### src/rtl/alu_mul_seq_if.sv
// Shared constants and the start/result/ALU-port bundle for alu_mul_seq.
// ALU opcodes mirror the shared ALU's opcode map.
package alu_mul_seq_pkg;
   localparam int unsigned DATA_W = 16;
   localparam int unsigned OPC_W  = 4;
   localparam int unsigned CNT_W  = 5;
   localparam int unsigned ITER   = 16;

   localparam logic [OPC_W-1:0] ALU_NOP   = 4'h0;
   localparam logic [OPC_W-1:0] ALU_ADD   = 4'h1;
   localparam logic [OPC_W-1:0] ALU_SHIFT = 4'h4;
endpackage

interface alu_mul_seq_if;
   import alu_mul_seq_pkg::*;

   logic              i_start;
   logic              i_abort;
   logic [DATA_W-1:0] i_a;
   logic [DATA_W-1:0] i_b;
   logic              o_busy;
   logic              o_valid;
   logic [DATA_W-1:0] o_result;
   logic [OPC_W-1:0]  o_alu_opcode;
   logic              o_alu_shift_dir;
   logic [DATA_W-1:0] o_alu_data1;
   logic [DATA_W-1:0] o_alu_data2;
   logic [DATA_W-1:0] i_alu_result;

   modport master (
      output i_start, i_abort, i_a, i_b, i_alu_result,
      input  o_busy, o_valid, o_result, o_alu_opcode, o_alu_shift_dir,
             o_alu_data1, o_alu_data2
   );

   modport slave (
      input  i_start, i_abort, i_a, i_b, i_alu_result,
      output o_busy, o_valid, o_result, o_alu_opcode, o_alu_shift_dir,
             o_alu_data1, o_alu_data2
   );
endinterface

### src/rtl/alu_mul_seq.sv
// Sequential 16x16 (low half) shift-add multiplier driving a shared external ALU.
// Optional: ALU_MUL_SEQ_EARLY_EXIT_EN finishes as soon as the multiplier shifts to zero.
module alu_mul_seq
   import alu_mul_seq_pkg::*;
(
   input logic          i_clk,
   input logic          i_rst_n,
   alu_mul_seq_if.slave bus
);

`ifdef ALU_MUL_SEQ_EARLY_EXIT_EN
   localparam bit EARLY_EXIT = 1'b1;
`else
   localparam bit EARLY_EXIT = 1'b0;
`endif

   typedef enum logic [2:0] {
      S_IDLE,
      S_ADD,
      S_SHL,
      S_SHR,
      S_DONE
   } state_e;

   state_e            state_q, state_d;
   logic [DATA_W-1:0] acc_q, acc_d;
   logic [DATA_W-1:0] mcand_q, mcand_d;
   logic [DATA_W-1:0] mplier_q, mplier_d;
   logic [CNT_W-1:0]  count_q, count_d;
   logic [DATA_W-1:0] result_q, result_d;
   logic              busy_q, busy_d;
   logic              valid_q, valid_d;
   logic [OPC_W-1:0]  opc_q, opc_d;
   logic              dir_q, dir_d;
   logic [DATA_W-1:0] data1_q, data1_d;
   logic [DATA_W-1:0] data2_q, data2_d;

   // Next state and datapath; ALU drive is decoded from the next state so it is registered.
   always_comb begin
      state_d  = state_q;
      acc_d    = acc_q;
      mcand_d  = mcand_q;
      mplier_d = mplier_q;
      count_d  = count_q;
      result_d = result_q;
      busy_d   = 1'b0;
      valid_d  = 1'b0;
      opc_d    = ALU_NOP;
      dir_d    = 1'b0;
      data1_d  = '0;
      data2_d  = '0;

      case (state_q)
         S_IDLE: begin
            if (bus.i_start) begin
               mcand_d  = bus.i_a;
               mplier_d = bus.i_b;
               acc_d    = '0;
               count_d  = '0;
               result_d = '0;
               state_d  = S_ADD;
            end
         end
         S_ADD: begin
            if (mplier_q[0]) acc_d = bus.i_alu_result;
            state_d = S_SHL;
         end
         S_SHL: begin
            mcand_d = bus.i_alu_result;
            state_d = S_SHR;
         end
         S_SHR: begin
            mplier_d = bus.i_alu_result;
            count_d  = count_q + CNT_W'(1);
            if ((count_d == CNT_W'(ITER)) ||
                (EARLY_EXIT && (bus.i_alu_result == '0))) begin
               result_d = acc_q;
               state_d  = S_DONE;
            end else begin
               state_d  = S_ADD;
            end
         end
         S_DONE: state_d = S_IDLE;
         default: state_d = S_IDLE;
      endcase

      // Abort wins over every transition outside IDLE and leaves o_result alone.
      if ((state_q != S_IDLE) && bus.i_abort) begin
         state_d  = S_IDLE;
         result_d = result_q;
      end

      busy_d  = (state_d != S_IDLE);
      valid_d = (state_d == S_DONE);
      case (state_d)
         S_ADD: begin
            opc_d   = ALU_ADD;
            data1_d = acc_d;
            data2_d = mcand_d;
         end
         S_SHL: begin
            opc_d   = ALU_SHIFT;
            dir_d   = 1'b1;
            data1_d = mcand_d;
            data2_d = DATA_W'(1);
         end
         S_SHR: begin
            opc_d   = ALU_SHIFT;
            dir_d   = 1'b0;
            data1_d = mplier_d;
            data2_d = DATA_W'(1);
         end
         default: ;
      endcase
   end

   always_ff @(posedge i_clk or negedge i_rst_n) begin
      if (!i_rst_n) begin
         state_q  <= S_IDLE;
         acc_q    <= '0;
         mcand_q  <= '0;
         mplier_q <= '0;
         count_q  <= '0;
         result_q <= '0;
         busy_q   <= 1'b0;
         valid_q  <= 1'b0;
         opc_q    <= ALU_NOP;
         dir_q    <= 1'b0;
         data1_q  <= '0;
         data2_q  <= '0;
      end else begin
         state_q  <= state_d;
         acc_q    <= acc_d;
         mcand_q  <= mcand_d;
         mplier_q <= mplier_d;
         count_q  <= count_d;
         result_q <= result_d;
         busy_q   <= busy_d;
         valid_q  <= valid_d;
         opc_q    <= opc_d;
         dir_q    <= dir_d;
         data1_q  <= data1_d;
         data2_q  <= data2_d;
      end
   end

   assign bus.o_busy          = busy_q;
   assign bus.o_valid         = valid_q;
   assign bus.o_result        = result_q;
   assign bus.o_alu_opcode    = opc_q;
   assign bus.o_alu_shift_dir = dir_q;
   assign bus.o_alu_data1     = data1_q;
   assign bus.o_alu_data2     = data2_q;

endmodule
### src/flat_wrapper.sv
// flat-port wrapper written by rule: the top's interface ports become plain ports
module alu_mul_seq_flat import alu_mul_seq_pkg::*;
  (i_clk, i_rst_n, bus_i_start, bus_i_abort, bus_i_a, bus_i_b, bus_i_alu_result, bus_o_busy, bus_o_valid, bus_o_result, bus_o_alu_opcode, bus_o_alu_shift_dir, bus_o_alu_data1, bus_o_alu_data2);
  alu_mul_seq_if bus_i ();
  input logic i_clk;
  input logic i_rst_n;
  input wire logic [$bits(bus_i.i_start)-1:0] bus_i_start;
  input wire logic [$bits(bus_i.i_abort)-1:0] bus_i_abort;
  input wire logic [$bits(bus_i.i_a)-1:0] bus_i_a;
  input wire logic [$bits(bus_i.i_b)-1:0] bus_i_b;
  input wire logic [$bits(bus_i.i_alu_result)-1:0] bus_i_alu_result;
  output wire logic [$bits(bus_i.o_busy)-1:0] bus_o_busy;
  output wire logic [$bits(bus_i.o_valid)-1:0] bus_o_valid;
  output wire logic [$bits(bus_i.o_result)-1:0] bus_o_result;
  output wire logic [$bits(bus_i.o_alu_opcode)-1:0] bus_o_alu_opcode;
  output wire logic [$bits(bus_i.o_alu_shift_dir)-1:0] bus_o_alu_shift_dir;
  output wire logic [$bits(bus_i.o_alu_data1)-1:0] bus_o_alu_data1;
  output wire logic [$bits(bus_i.o_alu_data2)-1:0] bus_o_alu_data2;
  assign bus_i.i_start = bus_i_start;
  assign bus_i.i_abort = bus_i_abort;
  assign bus_i.i_a = bus_i_a;
  assign bus_i.i_b = bus_i_b;
  assign bus_i.i_alu_result = bus_i_alu_result;
  assign bus_o_busy = bus_i.o_busy;
  assign bus_o_valid = bus_i.o_valid;
  assign bus_o_result = bus_i.o_result;
  assign bus_o_alu_opcode = bus_i.o_alu_opcode;
  assign bus_o_alu_shift_dir = bus_i.o_alu_shift_dir;
  assign bus_o_alu_data1 = bus_i.o_alu_data1;
  assign bus_o_alu_data2 = bus_i.o_alu_data2;
  alu_mul_seq u_core (.i_clk(i_clk), .i_rst_n(i_rst_n), .bus(bus_i));
endmodule
### config.mk
export PLATFORM = sky130hd
export DESIGN_NAME = alu_mul_seq_flat
export DESIGN_NICKNAME = d
export VERILOG_FILES = /design/src/rtl/alu_mul_seq_if.sv /design/src/rtl/alu_mul_seq.sv /design/src/flat_wrapper.sv
export SDC_FILE = /design/constraint.sdc
export NUM_CORES = 1
export LEC_CHECK = 0
export BUFFER_PORTS_ARGS = -buffer_cell sky130_fd_sc_hd__buf_2
export CORE_MARGIN = 2
export CORE_UTILIZATION = 37
export DETAILED_ROUTE_END_ITERATION = 8
export GPL_TIMING_DRIVEN = 0
export PLACE_DENSITY = 0.62
export SLEW_MARGIN = 15
export SYNTH_ARGS = -nofsm -noshare
export SYNTH_HDL_FRONTEND = slang
export SYNTH_SLANG_ARGS = --single-unit
export TNS_END_PERCENT = 1
### constraint.sdc
create_clock -name i_clk -period 2 [get_ports i_clk]
set_input_delay 0 -clock i_clk [delete_from_list [all_inputs] [get_ports i_clk]]
set_output_delay 0 -clock i_clk [all_outputs]
set_load 0.02 [all_outputs]
# After elaboration in Yosys (flattened, before gate mapping)
# Cells that the tools add are included.
# classes
addsub,1
n_mul,0
div_mod_pow,0
magnitude_cmp,0
n_eq_ne,10
shift,0
n_mux,20
bitwise,1
reduce_logical,8
# op_table
operator,n
case mux 16 bit (2 select lines),5
2-to-1 mux 16 bit,6
case mux 16 bit (3 select lines),1
equality test 3 x 2 -> 1 bit (second input constant),4
case mux 3 bit (4 select lines),1
case mux 5 bit (2 select lines),1
2-to-1 mux 3 bit,3
equality test 3 x 1 -> 1 bit (second input constant),2
case mux 3 bit (2 select lines),1
nonzero test 3 bit,2
adder 5 x 1 -> 5 bit (second input constant),1
equality test 5 bit (second input constant),1
2-to-1 mux 5 bit,1
AND reduction 4 bit,1
equality test 3 bit (second input constant),1
logical NOT 3 bit,1
inequality test 2 x 1 -> 1 bit (second input constant),1
inequality test 2 bit (second input constant),1
AND reduction 2 bit,1
nonzero test 2 bit,1
OR reduction 2 bit,1
logical AND 1 bit,1
2-to-1 mux 1 bit,1
NOT 1 bit,1
# word_totals
regBits,110
latch_bits,0
ram_bits,0
rom_bits,0
inputBits,52
out_inout_bits,55
wordCells,52
memories,0

# Depth between registers and ports, before layout
# Gate-level depths: netlist of the first run.
# depth
ltp_word,8
depth_mapped,7
ltp_nobuf,6

# Worst setup path before layout of the first run
# Ideal clock, no wire load.
# synth_timing
path_type,flip-flop to flip-flop
start,reg u_core.count_q[0]
end,"reg u_core.result_q[10], in the netlist u_core.bus.o_result[10]"
setup_ns,0.123
arrival_time_ns,1.874
required_ns,1.877
path_slack_ns,0.003
stages_incl_launch_ff,8
n_path_buf,2
synth_period_minus_slack_ns,1.997
path_cell_list,dfrtp_1 > ha_1 > nor3_1 > a41oi_1 > or4b_1 > buf_6 > buf_6 > mux2i_1
# synth_between
elab_chain_len,4
# synth_rtl
item,line,text
from (decl),alu_mul_seq.sv:29,"logic [CNT_W-1:0] count_q, count_d;"
from (signal assigned),alu_mul_seq.sv:136,count_q <= count_d;
adder 5 x 1 -> 5 bit,alu_mul_seq.sv:74,count_d = count_q + CNT_W'(1);
equality test 5 bit,alu_mul_seq.sv:75,if ((count_d == CNT_W'(ITER)) ||
inequality test 2 x 1 -> 1 bit (no line),--,
AND reduction 4 bit (no line),--,
to (signal assigned),alu_mul_seq.sv:137,result_q <= result_d;
to (decl),alu_mul_seq.sv:30,"logic [DATA_W-1:0] result_q, result_d;"
# No other way between the ends.
# A chain may end at the register's enable or synchronous reset.

# Worst setup path in the final report of the first run
# layout_timing
start,reg u_core.state_q[0]
end,"reg u_core.data1_q[6], in the netlist u_core.bus.o_alu_data1[6]"
# layout_between
elab_chain_len,5
elab_cells_between_ends,16
cone_classes,eq/ne: 6; mux: 7; reduce/logical: 3
# layout_rtl
item,line,text
from (decl),alu_mul_seq.sv:25,"state_e state_q, state_d;"
from (signal assigned),alu_mul_seq.sv:132,state_q <= state_d;
equality test 3 x 2 -> 1 bit (tied with other cells),alu_mul_seq.sv:53,case (state_q)
case mux 3 bit (4 select lines) / logical AND 1 bit (equally long branches),"alu_mul_seq.sv:53, alu_mul_seq.sv:88",
2-to-1 mux 3 bit,alu_mul_seq.sv:88,if ((state_q != S_IDLE) && bus.i_abort) begin
equality test 3 x 2 -> 1 bit / equality test 3 x 1 -> 1 bit (equally long branches),alu_mul_seq.sv:95,case (state_d)
case mux 16 bit (3 select lines) (*),alu_mul_seq.sv:95,
via u_core.data1_d[6],alu_mul_seq.sv:35,"logic [DATA_W-1:0] data1_q, data1_d;"
to (signal assigned),alu_mul_seq.sv:142,data1_q <= data1_d;
to (decl),alu_mul_seq.sv:35,
# The timed path passes the listed nets; every way through them passes the cells marked *.

==> results by group, run 1 <==
Placed design
  • Placed cell areas: between 0.005 and 0.006 sq mm
  • Port Buf Inserts: 104
  • GP Congestion: around 0.87
  • Setup slack after placement: -0.6292 ns
  • Final HPWL DP: between 9000 and 10,000 microns

Die
  • Starting density of the core: 0.3797
  • Cell Rows: 40
  • Die area: roughly 0.013 sq mm
  • Die width: between 100 and 150 microns
  • Die extent in y: 115.3 microns
  • Core area: 0.01206 sq mm
  • I/O pin cnt: 107

STA
  • Total count of hold-check failures in the final report: 0
  • Number of failing setup endpoints in the final timing report: 5
  • Final-report max-slew violation count: 0
  • Max Freq: 493.8 MHz
  • Setup repair after global routing missed its margin: true
  • Worst slew margin: 0.6366
  • Least-Margin Pin Slew: 0.5451 ns
  • Final Critical Period: 2.025 ns
  • Final critical-path share of the clock period: 1.013
  • Final Worst Setup Slack: -0.02507 ns
  • Clock tree skew after final layout: 0.01006 ns
  • Final Hold Slack: 0.04100 ns

Synth
  • Number of warning messages in the yosys log: 0
  • Cell types with the largest area share after synthesis: sky130_fd_sc_hd__dfrtp_1 60%, sky130_fd_sc_hd__inv_1 5.7%, sky130_fd_sc_hd__mux2i_1 3.7%, sky130_fd_sc_hd__a222oi_1 3.3%, sky130_fd_sc_hd__o221ai_1 3.1%
  • Count of state elements after synthesis: 109
  • Synthesized instance count: 412
  • Number of library cell types mapped by synthesis: 41
  • Synth Flop Type: sky130_fd_sc_hd__dfrtp_1
  • Sequential area share after synthesis: 0.5956
  • Number of flops mapped to enable cells by yosys: 0
  • Yosys top cell area share: 0.5956
  • Post-synth top area cell: sky130_fd_sc_hd__dfrtp_1
  • Average footprint of a synthesized cell: approximately 11 sq um
  • Async S/R FF share, synth: 1.000
  • Summed instance area of the synthesized netlist: roughly 0.0046 sq mm

Final layout
  • Fraction of final layout cells sized beyond drive strength 1: 0.3089
  • Layout area overhead: 35.79%
  • Inserted Diodes: 0
  • Post-Route Utilization: 0.5156
  • Net count, final: ~620
  • Final cell area excluding filler cells: 0.006218 sq mm

Clocking
  • H-tree level count: 3
  • Clock tree sinks: between 100 and 150
  • TritonCTS clock tree: done
  • Post-CTS clock slew at the launch and capture registers of the worst setup and hold paths: approximately 0.070 ns
  • CTS buffer count: 9
  • Clock latency on the worst-skew pair: roughly 0.34 ns
  • CTS root buffer: sky130_fd_sc_hd__clkbuf_16
  • Number of buffers between clock root and the deepest sink: 2

Worst hold path
  • Type of the tightest min-delay check: primary input to flop

GRT
  • First-pass GRT wire length: 21,020 microns
  • Antenna violations before repair: 0
  • GRT Residual Overflow: 0
  • Pin count of the biggest net entering global routing: 61
  • GR Util All Layers: 0.2080
  • Number of global-route vias before repair: between 3k and 4k

Setup path
  • Setup Crit Path Kind: flop to flop
  • CP startpoint kind: flop
  • Critical path data required time: 2.24 ns
  • Arrival time of data at the critical path endpoint: 2.27 ns
  • Slowest Stage Delay on Critical Path: 0.52 ns
  • Critical path's top delay family: compound AO/OA/AOI/OAI gates
  • Critical path peak fanout: 10
  • Crit-path slowest cell: sky130_fd_sc_hd__or3b_2
  • Critical path endpoint category: flop
  • Number of buffers and inverters on the critical path: 2
  • Worst-path cell chain: clkbuf_4 > or3b_2 > a21oi_4 > o31ai_4 > buf_4 > o221ai_1

Status
  • Result of the run: finished with violations
  • Failing checks: setup timing

Routing
  • DRT Pass-1 Iters: 6
  • Detailed router's first-iteration violation count: 323
  • Overall via count from detail_route: between 3k and 4k
  • Vias/cell: 5.209
  • Detailed-route DRC error count: 0
  • Number of nets still failing antenna checks after routing: 0
  • Post-DR wirelength/cell: 18.51 microns
  • Post-detailed-routing wire length: 13,720 microns

Power
  • Leakage Power: about 0.0033 uW
  • Areal power density over the cells: 1251 mW/mm^2
  • Maximum vdd drop: 0.0005827 V

Flow run
  • # Max-Cap Violations: 0
cell usage in the layout (no fill, tap or decap), types with 2 or more instances in the layout:
| master | instances |
|---|---|
| sky130_fd_sc_hd__nand3_1 | 3 |
| sky130_fd_sc_hd__inv_1 | 69 |
| sky130_fd_sc_hd__conb_1 | 2 |
| sky130_fd_sc_hd__nor2_1 | 19 |
| sky130_fd_sc_hd__clkbuf_8 | 2 |
| sky130_fd_sc_hd__o21ai_1 | 2 |
| sky130_fd_sc_hd__buf_8 | 2 |
| sky130_fd_sc_hd__bufinv_16 | 2 |
| sky130_fd_sc_hd__buf_4 | 14 |
| sky130_fd_sc_hd__xor2_1 | 2 |
| sky130_fd_sc_hd__clkbuf_16 | 9 |
| sky130_fd_sc_hd__a2bb2oi_1 | 12 |
| sky130_fd_sc_hd__o221ai_1 | 14 |
| sky130_fd_sc_hd__nor2b_1 | 4 |
| sky130_fd_sc_hd__a222oi_1 | 15 |
| sky130_fd_sc_hd__nand3b_1 | 4 |
| sky130_fd_sc_hd__clkbuf_2 | 6 |
| sky130_fd_sc_hd__clkinv_2 | 2 |
| sky130_fd_sc_hd__o21ai_0 | 23 |
| sky130_fd_sc_hd__a32oi_1 | 15 |
| sky130_fd_sc_hd__mux2i_1 | 17 |
| sky130_fd_sc_hd__clkbuf_1 | 4 |
| sky130_fd_sc_hd__clkbuf_4 | 2 |
| sky130_fd_sc_hd__a2bb2oi_2 | 2 |
| sky130_fd_sc_hd__nand2_1 | 23 |
| sky130_fd_sc_hd__dlygate4sd3_1 | 31 |
| sky130_fd_sc_hd__a31oi_1 | 2 |
| sky130_fd_sc_hd__o221ai_2 | 2 |
| sky130_fd_sc_hd__dfrtp_1 | 106 |
| sky130_fd_sc_hd__a22oi_1 | 17 |
| sky130_fd_sc_hd__buf_2 | 111 |
| sky130_fd_sc_hd__and2_1 | 3 |
| sky130_fd_sc_hd__buf_6 | 4 |
| sky130_fd_sc_hd__dfrtp_2 | 3 |
sequential cells by signal, indices dropped and copies added (netlist names), 2 cells and up:
register / flops
u_core.acc_q: 16
u_core.bus.o_alu_data1: 16
u_core.bus.o_alu_data2: 16
u_core.bus.o_alu_opcode: 2
u_core.bus.o_result: 16
u_core.count_q: 5
u_core.mcand_q: 16
u_core.mplier_q: 16
u_core.state_q: 3
through the flow:
stage | total power (uW) | setup TNS [ns] | std cells
after CTS | 7697 | -0.003965 | 740
after global routing | 8214 | -0.9321 | 741
after detailed placement | 5531 | -22.41 | 686
after floorplan | 4650 | 0 | 413
final | 7782 | -0.08701 | 741
after global placement | 5470 | -53.46 | 685
area by class of cell:
cell class / instances / area (sq um)
inverters: 70 / 264.0
multi-input cells: 203 / 1545
repair buffers: 144 / 924.6
clock buffers: 11 / 252.7
clock inverters: 5 / 81.33
plain buffers: 31 / 209.0
well taps: 168 / 210.2
flip-flops and latches: 109 / 2731
fillers: 1101 / 5843
report_power, final:
group / internal (uW) / leakage (uW) / switching, uW
Clock: 1170 / 0.000162 / 798
Combinational: 949 / 0.00176 / 1610
Sequential: 2900 / 0.00143 / 351
worst min-delay path, delay by kind of cell:
family / cells / cell delay [ns]
buf+inv: 2 / 0.13
compound gates: 2 / 0.22
cells in the mapped netlist (2+ instances only):
| library cell | count |
|---|---|
| sky130_fd_sc_hd__dfrtp_1 | 109 |
| sky130_fd_sc_hd__inv_1 | 69 |
| sky130_fd_sc_hd__o21ai_0 | 25 |
| sky130_fd_sc_hd__nand2_1 | 23 |
| sky130_fd_sc_hd__nor2_1 | 21 |
| sky130_fd_sc_hd__clkbuf_1 | 19 |
| sky130_fd_sc_hd__a22oi_1 | 17 |
| sky130_fd_sc_hd__mux2i_1 | 17 |
| sky130_fd_sc_hd__o221ai_1 | 16 |
| sky130_fd_sc_hd__a222oi_1 | 15 |
| sky130_fd_sc_hd__a32oi_1 | 15 |
| sky130_fd_sc_hd__a2bb2oi_1 | 14 |
| sky130_fd_sc_hd__buf_2 | 8 |
| sky130_fd_sc_hd__nand3b_1 | 4 |
| sky130_fd_sc_hd__nor2b_1 | 4 |
| sky130_fd_sc_hd__and2_1 | 3 |
| sky130_fd_sc_hd__nand3_1 | 3 |
| sky130_fd_sc_hd__a21oi_1 | 2 |
| sky130_fd_sc_hd__a31oi_1 | 2 |
| sky130_fd_sc_hd__buf_4 | 2 |
| sky130_fd_sc_hd__buf_6 | 2 |
| sky130_fd_sc_hd__ha_1 | 2 |
| sky130_fd_sc_hd__xor2_1 | 2 |
repair_timing:
item,4_1_cts,5_1_grt
endpoints found under the hold margin,91,0
setup buffers,7,1
pin swaps,7,5
hold buffers,31,0
endpoints found under the setup margin,97,52
gates resized for setup,36,28
path summary, 6_finish.rpt:
path	startpoint	end	slack, ns	cells after the start
max	u_core.state_q[0]$_DFF_PN0_	u_core.bus.o_alu_data1[6]$_DFF_PN0_	-0.03	6
min	bus_i_b[11]	u_core.mplier_q[11]$_DFF_PN0_	0.04	4
max reg2reg	u_core.state_q[0]$_DFF_PN0_	u_core.bus.o_alu_data1[6]$_DFF_PN0_	-0.03	6
min reg2reg	u_core.mplier_q[12]$_DFF_PN0_	u_core.mplier_q[12]$_DFF_PN0_	0.48	2
max in group asynchronous	i_rst_n	u_core.mcand_q[12]$_DFF_PN0_	1.19	3
min in group asynchronous	i_rst_n	u_core.acc_q[1]$_DFF_PN0_	0.17	2
routing by layer:
| metal | vias up | part of all wire | routed length [microns] | track usage |
|---|---|---|---|---|
| li1 | 1770 | - | - | - |
| met1 | 1909 | 0.44 | 5969 | 0.2954 |
| met2 | 164 | 0.48 | 6557 | 0.3200 |
| met3 | 17 | 0.070 | 963 | 0.04533 |
| met4 | 0 | 0.016 | 226 | 0.06586 |
| met5 | - | 0 | 0 | 0 |
cell families (layout without fill, tap and decap cells):
group,after synthesis,count (layout),share of synthesized area
AO/OA/AOI/OAI,115,115,0.1945
flip-flops,109,109,0.5956
buffers and inverters,101,261,0.08989
AND/OR/NAND/NOR,65,65,0.07268
multiplexers,17,17,0.03716
adder cells (fa/ha/maj),2,2,0.005464
XOR/XNOR,2,2,0.003826
other,1,2,0.0008189
No activity file was read; power rests on OpenSTA's default activity.
==> run 2, diff against run 1 <==
--- a/config.mk
+++ b/config.mk
@@ -9,7 +9,9 @@
 export CORE_MARGIN = 2
 export CORE_UTILIZATION = 37
 export DETAILED_ROUTE_END_ITERATION = 8
+export GPL_ROUTABILITY_DRIVEN = 0
 export GPL_TIMING_DRIVEN = 0
+export HOLD_SLACK_MARGIN = 0.15
 export PLACE_DENSITY = 0.62
 export SLEW_MARGIN = 15
 export SYNTH_ARGS = -nofsm -noshare
==> run 2 against run 1 <==
The flow now finishes without violations. Routed wire length decreased by 0.14%. Die area stayed put. Global-route usage up 0.44 points. Final cell count up 3.2%. Hold slack gained 0.11 ns. Final area rose by 3.0%. Sequential share of layout area down 1.3 points. Highest routed layer unchanged.
==> results by group, run 2 (same netlist as run 1, synthesis figures left out) <==
Setup path
  • Setup Crit Path Kind: flop to flop
  • Critical path peak fanout: 10 (unchanged)
  • Worst-path cell chain: clkbuf_4 > or3b_2 > a21oi_4 > o31ai_4 > buf_6 > o221ai_1
  • Slowest Stage Delay on Critical Path: 0.52 ns (about the same)
  • Reg-to-reg critical path endpoint: u_core.bus.o_alu_data1[5]$_DFF_PN0_
  • Critical path data required time: 2.25 ns (about the same)
  • Number of cells on the worst reg-to-reg path: 6 (unchanged)
  • CP startpoint kind: flop
  • Startpoint of the worst register-to-register path: u_core.state_q[0]$_DFF_PN0_
  • Setup slack of the most critical reg-to-reg path: 0.04 ns (+0.06 ns)
  • Crit-path slowest cell: sky130_fd_sc_hd__or3b_2
  • Critical path's top delay family: compound AO/OA/AOI/OAI gates
  • Critical path endpoint category: flop
  • Number of buffers and inverters on the critical path: 2 (unchanged)
  • Arrival time of data at the critical path endpoint: 2.21 ns (-0.06 ns)

STA
  • Final Hold Slack: 0.1531 ns (+0.1121 ns)
  • Final Critical Period: 1.964 ns (-0.06148 ns)
  • Setup repair after global routing missed its margin: true
  • Least-Margin Pin Slew: 0.5479 ns (+0.002732 ns)
  • Final-report max-slew violation count: 0 (unchanged)
  • Max Freq: 509.3 MHz (+3.1%)
  • Clock tree skew after final layout: 0.008247 ns (-0.001809 ns)
  • Final critical-path share of the clock period: 0.9818 (-0.03074)
  • Total count of hold-check failures in the final report: 0 (unchanged)
  • Worst slew margin: 0.6347 (-0.001821)
  • Final total negative setup slack: 0 ns (+0.08701 ns)
  • Number of failing setup endpoints in the final timing report: 0 (-5)
  • Final Worst Setup Slack: 0.03640 ns (+0.06148 ns)

Clocking
  • CTS buffer count: 9 (unchanged)
  • Clock tree sinks: 109 (unchanged)
  • TritonCTS clock tree: done
  • H-tree level count: 3 (unchanged)
  • CTS root buffer: sky130_fd_sc_hd__clkbuf_16
  • Post-CTS clock slew at the launch and capture registers of the worst setup and hold paths: 0.07 ns (about the same)
  • Number of buffers between clock root and the deepest sink: 2 (unchanged)
  • Clock latency on the worst-skew pair: 0.35 ns (about the same)

GRT
  • GR Util All Layers: 0.2124 (+0.004370)
  • Number of global-route vias before repair: 4,021 (+2.2%)
  • First-pass GRT wire length: 21,200 microns (+0.85%)
  • Pin count of the biggest net entering global routing: 81 (+33%)
  • GRT Residual Overflow: 0 (unchanged)
  • Antenna violations before repair: 0 (unchanged)

Power
  • Leakage Power: 0.003432 uW (+2.5%)
  • Maximum vdd drop: 0.0004808 V (-17%)
  • Switching fraction of total power: 0.3704 (+0.01554)
  • Flop pwr share: 0.432 (+0.014)
  • Internal cell power: 4750 uW (-5.4%)
  • Clock network fraction of total power: 0.222 (-0.031)
  • Combinational share of power: 0.346 (+0.017)
  • Switch Pwr: 2795 uW (+1.2%)
  • Areal power density over the cells: 1178 mW/mm^2 (-5.9%)

Status
  • Result of the run: finished, final reports clean

Die
  • Starting density of the core: 0.3797 (unchanged)
  • Die area: 0.01328 sq mm (unchanged)
  • Core area: 0.01206 sq mm (unchanged)
  • I/O pin cnt: 107 (unchanged)
  • Die extent in y: 115.3 microns (unchanged)
  • Die width: 115.3 microns (unchanged)
  • Cell Rows: 40 (unchanged)

Routing
  • Detailed router's first-iteration violation count: 342 (+5.9%)
  • Post-detailed-routing wire length: 13,700 microns (-0.14%)
  • Vias/cell: 5.190 (-0.38%)
  • Detailed-route DRC error count: 0 (unchanged)
  • Overall via count from detail_route: 3,970 (+2.8%)
  • DRT Pass-1 Iters: 7 (+1)
  • Post-DR wirelength/cell: 17.91 microns (-3.3%)
  • Number of nets still failing antenna checks after routing: 0 (unchanged)

Final layout
  • Filler cell count: 1,072 (-2.6%)
  • Net count, final: 646 (+3.9%)
  • Most common library cell in the layout ignoring fill and taps: sky130_fd_sc_hd__buf_2
  • Fraction of final layout cells sized beyond drive strength 1: 0.3082 (-0.0006928)
  • Layout area overhead: 39.92%
  • Commonest cells after routing, fill and taps aside: 109 x sky130_fd_sc_hd__buf_2, 105 x sky130_fd_sc_hd__dfrtp_1, 69 x sky130_fd_sc_hd__inv_1
  • Inserted Diodes: 0 (unchanged)
  • Non-filler cells, final: 765 (+3.2%)

Placed design
  • Cell Count Post-Placement: 686 (unchanged)
  • Port Buf Inserts: 104 (unchanged)
  • Final HPWL DP: 9079 microns (-1.5%)
  • Setup slack after placement: -0.7218 ns (-0.09258 ns)

Flow run
  • # Max-Cap Violations: 0 (unchanged)

Worst hold path
  • Type of the tightest min-delay check: primary input to async pin
-- run 2: changes by cell type in the layout (fill, tap and decap cells not counted), sizes merged --
cell / previous run / this run
dlygate4sd3: 31 / 51
clkinv: 2 / 6
buf: 132 / 134
bufinv: 2 / 0
clkinvlp: 1 / 0
inv: 70 / 71
-- run 2: tightest hold or removal path, stage by stage --
cell and delay, ns:
sky130_fd_sc_hd__dlygate4sd3_1 0.54, sky130_fd_sc_hd__buf_6 0.13, sky130_fd_sc_hd__buf_12 0.19
-- run 2: cell type report --
cell class                 instances  area (sq um)  area share
sequential                       109          2733      0.4265
multi-input combinational        203          1551      0.2421
timing repair buffer             168          1167      0.1822
inverter                          70         264.0     0.04120
clock buffer                       9         225.2     0.03515
tap                              168         210.2     0.03281
buffer                            31         206.4     0.03222
clock inverter                     7         50.05    0.007811
-- run 2: metrics by stage --
step,power [uW],utilization,area (sq um)
final,7545,0.5312,6407
after global routing,7975,0.5312,6407
after CTS,7428,0.5216,6291
after detailed placement,5530,0.4434,5348
after global placement,5461,0.4406,5314
after floorplan,4650,-,4583
-- run 2: worst max-delay path by stage --
| stage | slack, ns | start | cells after the start | endpoint |
|---|---|---|---|---|
| 2_1_floorplan | 0.003 | u_core.count_q[0]$_DFFE_PN0P_ | 7 | u_core.bus.o_result[10]$_DFFE_PN0P_ |
| 3_3_place_gp | -0.67 | u_core.count_q[0]$_DFFE_PN0P_ | 6 | u_core.bus.o_alu_data2[15]$_DFF_PN0_ |
| 3_5_place_dp | -0.72 | u_core.count_q[0]$_DFFE_PN0P_ | 6 | u_core.bus.o_alu_data2[15]$_DFF_PN0_ |
| 4_1_cts | 0.002 | u_core.state_q[0]$_DFF_PN0_ | 7 | u_core.bus.o_alu_data2[2]$_DFF_PN0_ |
| 5_1_grt | -0.05 | u_core.state_q[0]$_DFF_PN0_ | 7 | u_core.bus.o_alu_data1[11]$_DFF_PN0_ |
| 6_report | 0.04 | u_core.state_q[0]$_DFF_PN0_ | 6 | u_core.bus.o_alu_data1[5]$_DFF_PN0_ |
-- run 2: per-layer routing --
metal | share of wire | global-route usage | up-vias
li1 | - | - | 1818
met1 | 0.44 | 0.2849 | 1950
met2 | 0.47 | 0.3361 | 176
met3 | 0.065 | 0.03954 | 26
met4 | 0.025 | 0.09799 | 0
met5 | 0 | 0 | -
-- run 2: repair_timing --
action                                 4_1_cts  5_1_grt
gates resized for setup                     33       32
setup buffers                                6        5
pin swaps                                    6        6
hold buffers                                52        0
setup endpoints to repair                   95       55
endpoints found under the hold margin      186        0
-- run 2: power groups by stage --
stage,registers (uW),logic (uW),clock network [uW]
after floorplan,3450,1200,0
after global placement,3260,2200,0
after detailed placement,3270,2260,0
after CTS,3230,2490,1710
after global routing,3320,2860,1800
final,3260,2610,1670
==> run 3, diff against run 2 <==
--- a/config.mk
+++ b/config.mk
@@ -7,12 +7,12 @@
 export LEC_CHECK = 0
 export BUFFER_PORTS_ARGS = -buffer_cell sky130_fd_sc_hd__buf_2
 export CORE_MARGIN = 2
-export CORE_UTILIZATION = 37
+export CORE_UTILIZATION = 48
 export DETAILED_ROUTE_END_ITERATION = 8
 export GPL_ROUTABILITY_DRIVEN = 0
 export GPL_TIMING_DRIVEN = 0
 export HOLD_SLACK_MARGIN = 0.15
-export PLACE_DENSITY = 0.62
+export PLACE_DENSITY = 0.76
 export SLEW_MARGIN = 15
 export SYNTH_ARGS = -nofsm -noshare
 export SYNTH_HDL_FRONTEND = slang
==> run 3 against run 2 <==
Die area is 22% lower. The run now ends with setup timing left. Final area is 1.5% lower. Critical endpoint is now u_core.bus.o_alu_data1[11]$_DFF_PN0_. Core utilization is 15 points higher. Sequential share of layout area is 0.60 points higher. Combinational power hardly changed. Clock skew is 0.0018 ns higher. First-iteration DRC count is 39% higher. Routed wire length is 0.46% higher. Largest power group unchanged. Critical path depth is 1 higher.
==> results by group, run 3 (same netlist as run 1, synthesis figures left out) <==
STA
  • Least-Margin Pin Slew: 0.6572 ns (+0.1093 ns)
  • Setup repair after global routing missed its margin: true
  • Final-report max-slew violation count: 0 (unchanged)
  • Number of failing setup endpoints in the final timing report: 1 (+1)
  • Final Hold Slack: 0.4246 ns (+0.2715 ns)
  • Total count of hold-check failures in the final report: 0 (unchanged)
  • Max Freq: 497.9 MHz (-2.2%)
  • Worst slew margin: 0.5608 (-0.07391)
  • Final Worst Setup Slack: -0.008328 ns (-0.04473 ns)
  • Final critical-path share of the clock period: 1.004 (+0.02237)
  • Clock tree skew after final layout: 0.01002 ns (+0.001770 ns)
  • Final Critical Period: 2.008 ns (+0.04473 ns)

Worst hold path
  • Worst Min Path Start: bus_i_a[7]
  • Hold Crit Endpoint: u_core.mcand_q[7]$_DFF_PN0_
  • Type of the tightest min-delay check: primary input to flop
  • Number of instances on the worst hold path: 4

GRT
  • Antenna violations before repair: 0 (unchanged)
  • GRT Residual Overflow: 0 (unchanged)
  • Pin count of the biggest net entering global routing: 59 (-27%)
  • First-pass GRT wire length: 21,310 microns (+0.52%)
  • GR Util All Layers: 0.2751 (+0.06270)
  • Number of global-route vias before repair: 4,073 (+1.3%)

Placed design
  • Final HPWL DP: 8669 microns (-4.5%)
  • Placed cell areas: 0.005299 sq mm (-0.91%)
  • Setup slack after placement: -0.6453 ns (+0.07644 ns)
  • Cell Count Post-Placement: 647 (-5.7%)
  • Port Buf Inserts: 104 (unchanged)

Routing
  • Number of nets still failing antenna checks after routing: 0 (unchanged)
  • DRT Pass-1 Iters: 9 (+2)
  • Vias/cell: 5.644 (+8.8%)
  • Post-detailed-routing wire length: 13,760 microns (+0.46%)
  • Detailed router's first-iteration violation count: 474 (+39%)
  • Detailed-route DRC error count: 0 (unchanged)
  • Overall via count from detail_route: 4,075 (+2.6%)
  • Post-DR wirelength/cell: 19.06 microns (+6.4%)

Setup path
  • Reg-to-reg critical path endpoint: u_core.bus.o_alu_data1[11]$_DFF_PN0_
  • Worst-path cell chain: clkbuf_4 > nor4b_4 > buf_4 > nor2_1 > clkbuf_2 > a2bb2oi_1 > o221ai_2
  • Startpoint of the worst register-to-register path: u_core.state_q[0]$_DFF_PN0_
  • Arrival time of data at the critical path endpoint: 2.25 ns (+0.04 ns)
  • Critical path endpoint category: flop
  • Critical path peak fanout: 10 (unchanged)
  • Number of cells on the worst reg-to-reg path: 7 (+1)
  • Setup slack of the most critical reg-to-reg path: -0.008 ns (-0.04 ns)
  • Setup Crit Path Kind: flop to flop
  • Slowest Stage Delay on Critical Path: 0.42 ns (-0.10 ns)
  • Crit-path slowest cell: sky130_fd_sc_hd__dfrtp_1
  • CP startpoint kind: flop
  • Critical path data required time: 2.24 ns (about the same)

Clocking
  • H-tree level count: 3 (unchanged)
  • Number of buffers between clock root and the deepest sink: 2 (unchanged)
  • Clock tree sinks: 109 (unchanged)
  • Clock latency on the worst-skew pair: 0.37 ns (+0.02 ns)
  • Post-CTS clock slew at the launch and capture registers of the worst setup and hold paths: 0.11 ns (+0.04 ns)
  • CTS buffer count: 9 (unchanged)
  • CTS root buffer: sky130_fd_sc_hd__clkbuf_8
  • TritonCTS clock tree: done

Power
  • Clock network fraction of total power: 0.203 (-0.019)
  • Maximum vdd drop: 0.0006363 V (+32%)
  • Internal cell power: 4565 uW (-3.9%)
  • Leakage Power: 0.003398 uW (-0.97%)
  • Areal power density over the cells: 1157 mW/mm^2 (-1.7%)
  • Flop pwr share: 0.441 (+0.009)
  • Switch Pwr: 2740 uW (-2.0%)
  • Total power of the final layout: 7305 uW (-3.2%)
  • Combinational share of power: 0.356 (+0.010)
  • Switching fraction of total power: 0.3751 (+0.004633)

Status
  • Result of the run: finished with violations
  • Failing checks: setup timing

Final layout
  • Final cell area excluding filler cells: 0.006312 sq mm (-1.5%)
  • Non-filler cells, final: 722 (-5.6%)
  • Layout area overhead: 37.84%
  • Inserted Diodes: 0 (unchanged)
  • Net count, final: 642 (-0.62%)
  • Fraction of final layout cells sized beyond drive strength 1: 0.3002 (-0.008039)
  • Commonest cells after routing, fill and taps aside: 109 x sky130_fd_sc_hd__buf_2, 107 x sky130_fd_sc_hd__dfrtp_1, 69 x sky130_fd_sc_hd__inv_1
  • Most common library cell in the layout ignoring fill and taps: sky130_fd_sc_hd__buf_2

Die
  • Core area: 0.009240 sq mm (-23%)
  • Die area: 0.01034 sq mm (-22%)
  • Cell Rows: 35 (-13%)
  • I/O pin cnt: 107 (unchanged)
  • Die extent in y: 101.7 microns (-12%)
  • Starting density of the core: 0.4956 (+0.1159)
  • Die width: 101.7 microns (-12%)

Flow run
  • # Max-Cap Violations: 0 (unchanged)
[run 3: critical path, delay by kind of cell, from the launching register on]
family                 cells  cell delay [ns]
AOI/OAI and AO/OA          2             0.47
buffers and inverters      3             0.64
DFF                        1             0.42
and+or+nand+nor            2             0.36
[run 3: how the worst max path moves through the flow]
stage / start / to / slack (ns)
finish: u_core.state_q[0]$_DFF_PN0_ / u_core.bus.o_alu_data1[11]$_DFF_PN0_ / -0.008
global route: u_core.state_q[0]$_DFF_PN0_ / u_core.bus.o_alu_data1[11]$_DFF_PN0_ / -0.08
CTS: u_core.state_q[1]$_DFF_PN0_ / u_core.bus.o_alu_data1[4]$_DFF_PN0_ / -0.02
detailed placement: u_core.count_q[0]$_DFFE_PN0P_ / u_core.bus.o_alu_data2[7]$_DFF_PN0_ / -0.65
global placement: u_core.count_q[0]$_DFFE_PN0P_ / u_core.bus.o_alu_data2[9]$_DFF_PN0_ / -0.59
floorplan: u_core.count_q[0]$_DFFE_PN0P_ / u_core.bus.o_result[10]$_DFFE_PN0P_ / 0.003
[run 3: power groups by stage]
stage	Clock (uW)	Combinational, uW	Sequential (uW)
final	1480	2600	3220
after floorplan	0	1200	3450
after CTS	1500	2490	3190
after detailed placement	0	2260	3240
after global placement	0	2180	3220
after global routing	1590	2820	3280
[run 3: cell type report]
cell class	instances	area (sq um)
fill	707	2928
clock inverter	7	98.84
inverter	70	264.0
buffer	30	196.4
multi-input combinational	203	1585
timing repair buffer	165	1152
sequential	109	2730
clock buffer	9	123.9
tap	129	161.4
[run 3: metrics by stage]
step | setup TNS [ns] | utilization
detailed placement | -22.55 | 0.5735
floorplan | 0 | -
global route | -1.575 | 0.6831
global placement | -43.40 | 0.5698
CTS | -0.04293 | 0.6727
finish | -0.008328 | 0.6831
[run 3: metal layers]
layer  track usage  wire [microns]
met2        0.4529            6668
met4        0.1091             334
met1        0.3673            5533
met3       0.04210            1225
met5             0               0
[run 3: repair_timing]
item                                    4_1_cts  5_1_grt
gates resized for setup                      33       30
endpoints found under the hold margin       193        0
setup buffers                                 7        0
pin swaps                                     4        6
endpoints found under the setup margin       89       77
hold buffers                                 53        0
